**config.mk**
```make
export PLATFORM = sky130hd
export DESIGN_NAME = instruction_fetch
export DESIGN_NICKNAME = d
export VERILOG_FILES = /design/src/rtl/fetch_pkg.sv /design/src/rtl/fetch_out_reg.sv /design/src/rtl/instruction_fetch.sv
export SDC_FILE = /design/constraint.sdc
export NUM_CORES = 1
export LEC_CHECK = 0
export ABC_AREA = 1
export CAP_MARGIN = 20
export CELL_PAD_IN_SITES_DETAIL_PLACEMENT = 0
export CELL_PAD_IN_SITES_GLOBAL_PLACEMENT = 1
export CORE_MARGIN = 3
export CORE_UTILIZATION = 23
export CTS_CLUSTER_SIZE = 20
export DETAILED_ROUTE_END_ITERATION = 10
export GPL_TIMING_DRIVEN = 0
export PLACE_DENSITY_LB_ADDON = 0.05
export RECOVER_POWER = 25
export SLEW_MARGIN = 0
export SYNTH_ARGS = -nofsm -noshare
export SYNTH_HDL_FRONTEND = slang
export SYNTH_SLANG_ARGS = --single-unit
```
**constraint.sdc**
```tcl
create_clock -name clk -period 1.1 [get_ports clk]
set_input_delay 0.165 -clock clk [delete_from_list [all_inputs] [get_ports clk]]
set_output_delay 0.165 -clock clk [all_outputs]
set_load 0.01 [all_outputs]
```
**src/rtl/fetch_pkg.sv**
```systemverilog
// Shared types and constants for the instruction fetch unit.
package fetch_pkg;

   localparam int unsigned ADDR_WIDTH_DEF = 8;
   localparam int unsigned DATA_WIDTH_DEF = 8;
   localparam int unsigned STALL_WIDTH    = 16;

   typedef enum logic [1:0] {
      IDLE  = 2'd0,
      FETCH = 2'd1,
      VALID = 2'd2
   } fetch_state_t;

   // Where the FSM goes once it is free to start another fetch.
   function automatic fetch_state_t resume_state(input logic halt);
      return halt ? IDLE : FETCH;
   endfunction

   function automatic logic [STALL_WIDTH-1:0] sat_inc(input logic [STALL_WIDTH-1:0] v);
      return (&v) ? v : v + 1'b1;
   endfunction

endpackage

```
**src/rtl/fetch_out_reg.sv**
```systemverilog
// Holding register for the fetched word presented to decode.
// A clear (redirect) wins over a load so an in-flight word is dropped.
module fetch_out_reg
   import fetch_pkg::*;
#(
   parameter int unsigned ADDR_WIDTH = ADDR_WIDTH_DEF,
   parameter int unsigned DATA_WIDTH = DATA_WIDTH_DEF
) (
   input  logic                  clk,
   input  logic                  reset,
   input  logic                  load,
   input  logic                  clear,
   input  logic                  ready,
   input  logic [DATA_WIDTH-1:0] load_instr,
   input  logic [ADDR_WIDTH-1:0] load_pc,
   output logic [DATA_WIDTH-1:0] instr,
   output logic [ADDR_WIDTH-1:0] instr_pc,
   output logic                  instr_valid
);

   logic [DATA_WIDTH-1:0] instr_q;
   logic [ADDR_WIDTH-1:0] instr_pc_q;
   logic                  valid_q;

   always_ff @(posedge clk) begin
      if (!reset) begin
         instr_q    <= '0;
         instr_pc_q <= '0;
         valid_q    <= 1'b0;
      end else if (clear) begin
         valid_q <= 1'b0;
      end else if (load) begin
         instr_q    <= load_instr;
         instr_pc_q <= load_pc;
         valid_q    <= 1'b1;
      end else if (valid_q && ready) begin
         valid_q <= 1'b0;
      end
   end

   assign instr       = instr_q;
   assign instr_pc    = instr_pc_q;
   assign instr_valid = valid_q;

endmodule

```
**src/rtl/instruction_fetch.sv**
```systemverilog
// Instruction fetch FSM and program-counter control.
// Optional stall counter output enabled by INSTRUCTION_FETCH_STALL_CNT_EN.
module instruction_fetch
   import fetch_pkg::*;
#(
   parameter int unsigned ADDR_WIDTH = ADDR_WIDTH_DEF,
   parameter int unsigned DATA_WIDTH = DATA_WIDTH_DEF
) (
   input  logic                   clk,
   input  logic                   reset,
   input  logic [ADDR_WIDTH-1:0]  pc_in,
   output logic                   pc_write,
   output logic [ADDR_WIDTH-1:0]  pc_wdata,
   output logic                   mem_req,
   output logic [ADDR_WIDTH-1:0]  mem_addr,
   input  logic                   mem_ready,
   input  logic [DATA_WIDTH-1:0]  mem_rdata,
   output logic                   instr_valid,
   input  logic                   instr_ready,
   output logic [DATA_WIDTH-1:0]  instr,
   output logic [ADDR_WIDTH-1:0]  instr_pc,
   input  logic                   jump_valid,
   input  logic [ADDR_WIDTH-1:0]  jump_target,
   input  logic                   halt
`ifdef INSTRUCTION_FETCH_STALL_CNT_EN
   ,
   output logic [STALL_WIDTH-1:0] stall_count
`endif
);

   fetch_state_t state_q, state_d;
   logic         capture;

   // A redirect in the ready cycle discards the returning word.
   assign capture = (state_q == FETCH) && mem_ready && !jump_valid;

   always_comb begin
      state_d = state_q;
      if (jump_valid) begin
         state_d = resume_state(halt);
      end else begin
         case (state_q)
            IDLE:    state_d = resume_state(halt);
            FETCH:   if (mem_ready) state_d = VALID;
            VALID:   if (instr_ready) state_d = resume_state(halt);
            default: state_d = IDLE;
         endcase
      end
   end

   always_ff @(posedge clk) begin
      if (!reset) begin
         state_q <= IDLE;
      end else begin
         state_q <= state_d;
      end
   end

   assign mem_req  = (state_q == FETCH);
   assign mem_addr = pc_in;

   // The counter self-increments unless loaded; hold it everywhere but the accepted fetch.
   always_comb begin
      pc_write = 1'b0;
      pc_wdata = pc_in;
      if (reset) begin
         if (jump_valid) begin
            pc_write = 1'b1;
            pc_wdata = jump_target;
         end else begin
            pc_write = !((state_q == FETCH) && mem_ready);
         end
      end
   end

   fetch_out_reg #(
      .ADDR_WIDTH (ADDR_WIDTH),
      .DATA_WIDTH (DATA_WIDTH)
   ) u_out_reg (
      .clk         (clk),
      .reset       (reset),
      .load        (capture),
      .clear       (jump_valid),
      .ready       (instr_ready),
      .load_instr  (mem_rdata),
      .load_pc     (pc_in),
      .instr       (instr),
      .instr_pc    (instr_pc),
      .instr_valid (instr_valid)
   );

`ifdef INSTRUCTION_FETCH_STALL_CNT_EN
   logic [STALL_WIDTH-1:0] stall_q;
   logic                   stall_cycle;

   assign stall_cycle = ((state_q == FETCH) && !mem_ready) ||
                        ((state_q == VALID) && !instr_ready);

   always_ff @(posedge clk) begin
      if (!reset) begin
         stall_q <= '0;
      end else if (stall_cycle) begin
         stall_q <= sat_inc(stall_q);
      end
   end

   assign stall_count = stall_q;
`endif

endmodule

```
==> results.cfg, run 1 <==
[logic_synthesis]
synth.top_cell.area_share_pct = 36.9
netlist_area_sq_um = 1030
syn-num-nets = 186
synthCells = 156
yosysTopAreaCell = dfxtp_1
ys_seq_area_share_pct = 36.9
yosysMostFrequentCell = nor2_1
synth_edf_count = 0
synthFlopType = dfxtp_1
ys_warn_count = 0
yosys-top-cells-area = dfxtp_1 (37%), nor2_1 (15%), nand4_1 (9.7%), nand2_1 (8.0%), inv_1 (7.6%)
avgSynthCellArea_sq_um = 6.61
ys_top_cells_by_count = nor2_1 (42), nand2_1 (22), inv_1 (21)
synth-async-reset-ratio_pct = 0
synth_cell_type_count = 17
synth-seq-cells = 19

[detailed_routing]
wl_um = 3340
via_count = 1253
firstDrtPassIters = 4
wl_per_cell_um = 11.8
ant_nets = 0
drt_drc_violations_left = 0
drt-initial-drc-count = 27
avgViaCountPerCell = 4.44

[cells_and_area]
n_antenna_cell = 0
nFillCells = 440
drive_above_1_share_pct = 25.4
final-seq-area_sq_um = 383
multiInputGateArea_sq_um = 477
fin_nets = 263
fin_util_pct = 43.9
syn_to_final_growth_pct = 77.7
final_area_sq_um = 1830

[sta]
post-route-period-util_pct = 118
setup_viol = 6
drv_slew = 0
min_period_ns = 1.29
tightest_slew_ns = 0.503
fin_setup_tns_ns = -0.339
setup_ws_ns = -0.193
timing_hold_violations_final = 0
slew_headroom_pct = 66.5
max_freq_mhz = 773
skew_ns = 0.00672
rsz0062_at_grt = yes

[placement]
dpl.hpwl_um = 2470
gp_congestion = 0.706
placed_area_sq_um = 1710
port_buffers = 62

[setup_path]
slowest_stage = dfxtp_2
r2r-start = state_q[0]
timing.reg2reg.setup_slack_ns = -0.01
max_stage_delay_ns = 0.36
cp.required_ns = 0.94
crit_fanout = 4
end_kind = primary output
crit_arrival_ns = 1.13
cp-start-kind = flip-flop
crit_buf_inv = 2
path_cells = nor3_4 -> buf_6 -> nor2_4 -> buf_6
r2r_end = u_out_reg.instr[4]
cp_top_family = flip-flops
cp_common_cell = buf_6
reg2reg_depth = 8
criticalPathCategory = flip-flop to primary output

[die]
rows = 23
die_x_um = 73.0
die_y_um = 73.0
initial_core_util_pct = 24.7
core_area_sq_um = 4170
io_pins = 65
die_area_sq_um = 5320

[clock_tree]
clkLatencyLatePin_ns = 0.25
cts_buffers = 3
cts_tree = built
clock_sinks = 19
htreeDepth = 1
cts_root_buffer = clkbuf_8
cts_buffer_depth = 2
clk_pin_slew_ns = 0.08
cts_hold_repair.buffers = 0

[outcome]
status = finished, violations left
violations = negative setup slack

[global_route]
grt_max_degree = 12
first_global_vias = 1248
grt_pass1_wl_um = 5510
antenna_found_initial = 0
grt-ovfl-total = 0
grt_usage_pct = 13.0

[power_and_ir_drop]
ir_drop_mv = 0.435
power_density_nw_per_um2 = 924
leakage_nw = 0.950

[hold_path]
hold_start = reset
whs_endpoint = u_out_reg.instr_pc[3]
holdPathStages = 3
hp-class = primary input to flip-flop

[run]
maxCapViolCount = 0
## kinds of logic (layout without fill, tap and decap cells)
kind of cell | Yosys count | after routing | share of synthesized area [%]
AO/OA/AOI/OAI | 11 | 11 | 5.46
buffers and inverters | 40 | 116 | 20.0
flip-flops | 19 | 19 | 36.9
AND/OR/NAND/NOR | 86 | 86 | 37.6
## tightest hold or removal path, delay by kind of cell
kind	cells	cell delay, ns
and+or+nand+nor	2	0.10
buffers and inverters	1	0.15
## where the power goes
part           total, mW  leakage [nW]  switching, mW  internal, mW
clock network      0.488        0.0255          0.237         0.251
registers          0.727         0.155         0.0136         0.713
logic              0.477         0.770          0.227         0.251
## registers in the layout (all words and copies together) (netlist names)
register,flops
u_out_reg.instr,8
u_out_reg.instr_pc,8
u_out_reg.instr_valid,1
state_q,2
## through the flow
stage / hold WS, ns / std cells / worst slack (ns) / power (mW)
4_1_cts: 0.209 / 281 / -0.214 / 1.70
3_5_place_dp: 0.465 / 268 / -0.899 / 1.22
5_1_grt: 0.211 / 282 / -0.228 / 1.79
2_1_floorplan: 0.324 / 156 / 0.0160 / 0.951
6_report: 0.211 / 282 / -0.193 / 1.69
3_3_place_gp: 0.453 / 268 / -0.906 / 1.22
## cell usage in the layout, fill, tap and decap left out
master,netlist,routed
buf_4,9,6
nand2_1,22,20
clkbuf_8,0,3
a21oi_1,10,8
nor2_4,1,2
inv_4,1,2
dlymetal6s2s_1,0,2
inv_2,1,7
clkinv_2,0,1
inv_1,21,14
buf_2,4,10
nand3_1,4,3
clkdlybuf4s50_1,0,16
clkbuf_1,1,1
dlygate4sd2_1,0,33
nand3_4,0,1
dfxtp_1,19,17
clkbuf_4,0,8
buf_1,1,1
nand4_1,16,16
a21oi_2,0,2
dfxtp_2,0,2
nor3_4,1,1
nor2_1,42,41
a31oi_1,1,1
nand2_2,0,2
clkdlybuf4s15_2,0,1
buf_6,2,11
## layout make-up
| type | count | area share, % |
|---|---|---|
| sequential | 19 | 20.9 |
| clock inverter | 1 | 0.273 |
| timing repair buffer | 72 | 35.0 |
| buffer | 17 | 7.10 |
| clock buffer | 3 | 2.25 |
| inverter | 23 | 4.99 |
| tap | 50 | 3.42 |
| multi-input combinational | 97 | 26.0 |
## worst max-delay path by stage
stage                           from          end  slack, ns  cells after the start
after floorplan                reset  pc_wdata[4]       0.02                      5
after global placement    jump_valid     pc_write      -0.91                      7
after detailed placement  jump_valid     pc_write      -0.90                      7
after CTS                 state_q[0]     pc_write      -0.21                      5
after global routing      state_q[1]     pc_write      -0.23                      4
final                     state_q[1]     pc_write      -0.19                      4
## what timing repair did
| item | CTS | global route |
|---|---|---|
| buffers inserted | 7 | 1 |
| pin swaps | 6 | 3 |
| hold endpoints to repair | 0 | 0 |
| setup endpoints to repair | 46 | 29 |
| cloned | 2 | 0 |
| gates resized for setup | 102 | 7 |
## routing by layer
| layer | track usage, % | up-vias | share of wire, % |
|---|---|---|---|
| li1 | - | 634 | - |
| met2 | 21.3 | 49 | 45 |
| met1 | 16.9 | 568 | 46 |
| met3 | 3.17 | 2 | 7.5 |
| met4 | 3.69 | 0 | 0.93 |
| met5 | 0 | - | 0 |
Power figures use the tool's default switching activity.
==> run 2: changes to the inputs <==
- TNS_END_PERCENT: not set -> 30
==> run 2 against run 1 <==
The run still ends with negative setup slack left. Cell area up 0.14%. Non-clock buffer count down 1. Global-route usage down 0.31 points. Die area unchanged. Via count down 0.64%. Cell count down 0.35%. Sequential cell count unchanged. Combinational power about the same. Wire length down 2.0%. Clock-buffer cell count unchanged. Utilization up 0.060 points. Critical path type unchanged. Critical endpoint unchanged.
==> results.cfg, run 2 (synthesis gave the netlist of run 1 again) <==
[setup_path]
cp_common_cell = buf_6
worstSetupPathDepth = 4
cp_top_family = flip-flops
crit_fanout = 4
max_stage_delay_ns = 0.36
path_cells = nor3_4 -> buf_6 -> nor2_4 -> buf_6
criticalPathCategory = flip-flop to primary output
reg2reg_depth = 5
end_kind = primary output
crit_buf_inv = 2
cp.required_ns = 0.94
crit_arrival_ns = 1.12
cp-start-kind = flip-flop
slowest_stage = dfxtp_2

[sta]
skew_ns = 0.00742
timing_hold_violations_final = 0
drv_slew = 0
tightest_slew_ns = 0.537
max_freq_mhz = 778
rsz0062_at_grt = yes
min_period_ns = 1.29
post-route-period-util_pct = 117
fin_setup_tns_ns = -0.286
setup_viol = 2
setup_ws_ns = -0.186
slew_headroom_pct = 64.2

[detailed_routing]
firstDrtPassIters = 4
via_count = 1245
wl_per_cell_um = 11.6
wl_um = 3270
drt-initial-drc-count = 39
avgViaCountPerCell = 4.43
drt_drc_violations_left = 0
ant_nets = 0

[die]
rows = 23
core_area_sq_um = 4170
die_y_um = 73.0
die_x_um = 73.0
die_area_sq_um = 5320
io_pins = 65
initial_core_util_pct = 24.7

[outcome]
violations = negative setup slack
status = finished, violations left

[clock_tree]
cts_buffers = 3
cts_root_buffer = clkbuf_8
clk_pin_slew_ns = 0.08
clkLatencyLatePin_ns = 0.25
htreeDepth = 1
cts_tree = built
cts_buffer_depth = 2
clock_sinks = 19

[global_route]
antenna_found_initial = 0
grt_max_degree = 12
grt-ovfl-total = 0
grt_pass1_wl_um = 5400
first_global_vias = 1230
grt_usage_pct = 12.7

[power_and_ir_drop]
finalPower_mw = 1.69
ir_drop_mv = 0.381
power_density_nw_per_um2 = 920
leakage_nw = 0.951

[placement]
dpl.hpwl_um = 2470
pre_cts_ws_ns = -0.899
port_buffers = 62
placed_cells = 268
gp_congestion = 0.706
placed_area_sq_um = 1710

[cells_and_area]
drive_above_1_share_pct = 25.1
fin_cells = 281
fin_nets = 262
final_common_cell = nor2_1
n_antenna_cell = 0
syn_to_final_growth_pct = 77.9
final_area_sq_um = 1830
final_cell_mix = nor2_1 (41), dlygate4sd2_1 (33), nand2_1 (20), dfxtp_1 (17)

[hold_path]
hp-class = primary input to flip-flop
holdPathStages = 3

[run]
maxCapViolCount = 0
-- run 2: cell types whose count changed in the layout (fill, tap and decap cells not counted) --
cell	previous run	this run
buf_4	6	9
clkbuf_16	0	1
clkbuf_4	8	6
buf_8	0	1
buf_6	11	7
-- run 2: cell type report --
class	count	area [sq um]
well taps	50	62.6
repair buffers	71	644
multi-input cells	97	477
plain buffers	17	130
inverters	23	91.3
clock buffers	3	41.3
clock inverters	1	5.00
fillers	440	2340
flip-flops and latches	19	383
-- run 2: report_power, final --
| group | switching [mW] | internal, mW | total [mW] |
|---|---|---|---|
| Sequential | 0.0130 | 0.713 | 0.726 |
| Combinational | 0.225 | 0.253 | 0.478 |
| Clock | 0.232 | 0.251 | 0.484 |
-- run 2: metrics by stage --
step / util (%) / hold WS [ns]
finish: 44.0 / 0.214
global route: 44.0 / 0.211
CTS: 42.8 / 0.209
detailed placement: 41.1 / 0.465
global placement: 41.1 / 0.453
floorplan: - / 0.324
-- run 2: routing by layer --
| metal | GRT usage, % | vias up | part of all wire (%) |
|---|---|---|---|
| met2 | 20.7 | 45 | 45 |
| met4 | 3.69 | 0 | 0.95 |
| met3 | 3.17 | 2 | 7.7 |
| met1 | 16.5 | 563 | 46 |
| li1 | - | 635 | - |
| met5 | 0 | - | 0 |
-- run 2: path summary, 6_finish.rpt --
path                                         endpoint  slack (ns)          startpoint
worst max-delay path                         pc_write       -0.19          state_q[1]
worst min-delay path            u_out_reg.instr_pc[5]        0.21               reset
worst max register to register     u_out_reg.instr[4]           0          state_q[1]
worst min register to register     u_out_reg.instr[7]        0.48  u_out_reg.instr[7]
-- run 2: worst reg2reg max path, stage by stage (launching register included) --
cell and delay, ns:
dfxtp_2 0.36, nor3_4 0.22, buf_6 0.14, buf_4 0.16
nor2_1 0.05, nor2_1 0.10
-- run 2: repair_timing --
action                     in CTS  in global routing
pin swaps                       6                  4
setup buffers                   7                  0
hold buffers                    0                  0
setup endpoints to repair      46                 28
cloned                          1                  1
resized for setup             100                  6
==> run 3: changes to the inputs <==
- PLACE_DENSITY_LB_ADDON: 0.05 -> 0.2
==> run 3 against run 2 <==
The flow still finishes with violations (negative setup slack). Register-to-register slack worse by 0.04 ns. Cell count up 1.4%. Non-clock buffer count up 4. Wire length up 3.8%. Largest power group unchanged. Highest routed layer unchanged.
==> results.cfg, run 3 (synthesis gave the netlist of run 1 again) <==
[outcome]
status = finished, violations left
violations = negative setup slack

[clock_tree]
clock_sinks = 19
clkLatencyLatePin_ns = 0.26
cts_root_buffer = clkbuf_8
cts_buffers = 3
clk_pin_slew_ns = 0.07
cts_tree = built
cts_buffer_depth = 2
htreeDepth = 1

[sta]
max_freq_mhz = 797
drv_slew = 0
timing_hold_violations_final = 0
fin_setup_tns_ns = -0.545
rsz0062_at_grt = yes
skew_ns = 0.00488
post-route-period-util_pct = 114
setup_ws_ns = -0.155
slew_headroom_pct = 67.0
min_period_ns = 1.26
setup_viol = 12
tightest_slew_ns = 0.495

[setup_path]
crit_fanout = 3
path_cells = nor3_4 -> buf_6 -> nor2_4 -> buf_6
end_kind = primary output
crit_arrival_ns = 1.09
reg2reg_depth = 7
slowest_stage = dfxtp_4
cp.required_ns = 0.94
max_stage_delay_ns = 0.36
cp-start-kind = flip-flop
timing.reg2reg.setup_slack_ns = -0.04
crit_buf_inv = 2
cp_common_cell = buf_6
cp_top_family = flip-flops
worstSetupPathDepth = 4
criticalPathCategory = flip-flop to primary output

[detailed_routing]
wl_um = 3400
via_count = 1227
wl_per_cell_um = 11.9
ant_nets = 0
avgViaCountPerCell = 4.31
firstDrtPassIters = 4
drt_drc_violations_left = 0
drt-initial-drc-count = 35

[cells_and_area]
final_cell_mix = nor2_1 (41), dlygate4sd2_1 (31), nand2_1 (20), dfxtp_1 (17)
final_common_cell = nor2_1
fin_cells = 285
final_area_sq_um = 1880
n_antenna_cell = 0
syn_to_final_growth_pct = 82.0
drive_above_1_share_pct = 25.1
fin_nets = 266

[power_and_ir_drop]
p_sw_share_pct = 27.8
power_frac_clock_pct = 28.9
ir_drop_mv = 0.695
p_comb_share_pct = 28.3
p_switching_mw = 0.471
leakage_nw = 1.02
pwr-share-seq_pct = 42.8
power_density_nw_per_um2 = 902
p_int_mw = 1.22
finalPower_mw = 1.69

[placement]
gp_congestion = 0.787
port_buffers = 62
placed_cells = 268
dpl.hpwl_um = 2410
placed_area_sq_um = 1710
pre_cts_ws_ns = -0.925

[die]
die_area_sq_um = 5320
io_pins = 65
core_area_sq_um = 4170
die_y_um = 73.0
initial_core_util_pct = 24.7
rows = 23
die_x_um = 73.0

[global_route]
grt_usage_pct = 12.8
grt_max_degree = 11
antenna_found_initial = 0
first_global_vias = 1121
grt_pass1_wl_um = 5280
grt-ovfl-total = 0

[hold_path]
holdPathStages = 3
hp-class = primary input to flip-flop

[run]
maxCapViolCount = 0
-- run 3: power by group through the flow --
stage          logic, mW  clock network, mW  registers (mW)
2_1_floorplan      0.200                  0           0.752
3_3_place_gp       0.478                  0           0.741
3_5_place_dp       0.476                  0           0.742
4_1_cts            0.453              0.511           0.727
5_1_grt            0.528              0.529           0.727
6_report           0.479              0.489           0.724
-- run 3: area by class of cell --
class,count,area [sq um]
Sequential cell,19,385
Fill cell,438,2300
Buffer,17,138
Multi-Input combinational cell,97,482
Inverter,23,88.8
Timing Repair Buffer,75,676
Clock buffer,4,45.0
Tap cell,50,62.6
-- run 3: path summary, 6_finish.rpt --
check | start | end
hold / removal | reset | u_out_reg.instr_pc[5]
hold reg to reg | u_out_reg.instr_pc[3] | u_out_reg.instr_pc[3]
setup reg to reg | state_q[1] | u_out_reg.instr[6]
setup / recovery | state_q[1] | pc_write
-- run 3: what timing repair did --
item	in CTS	in global routing
resized for setup	92	23
setup endpoints to repair	47	22
hold buffers	0	0
pin swaps	5	7
setup buffers	8	4
gates cloned	0	1
-- run 3: per-layer routing --
layer / track usage (%) / vias up / wire length [um]
li1: - / 641 / -
met1: 16.3 / 541 / 1530
met2: 20.9 / 41 / 1560
met3: 3.72 / 4 / 262
met4: 3.69 / 0 / 37
met5: 0 / - / 0
-- run 3: metrics by stage --
stage,hold WS (ns),util (%)
detailed placement,0.467,41.1
floorplan,0.324,-
CTS,0.235,42.1
global placement,0.463,41.1
finish,0.164,45.0
global route,0.168,45.0
-- run 3: worst min-delay path, stage by stage --
cell and delay [ns]:
buf_6 0.12, nand2_1 0.06, nor2_1 0.03
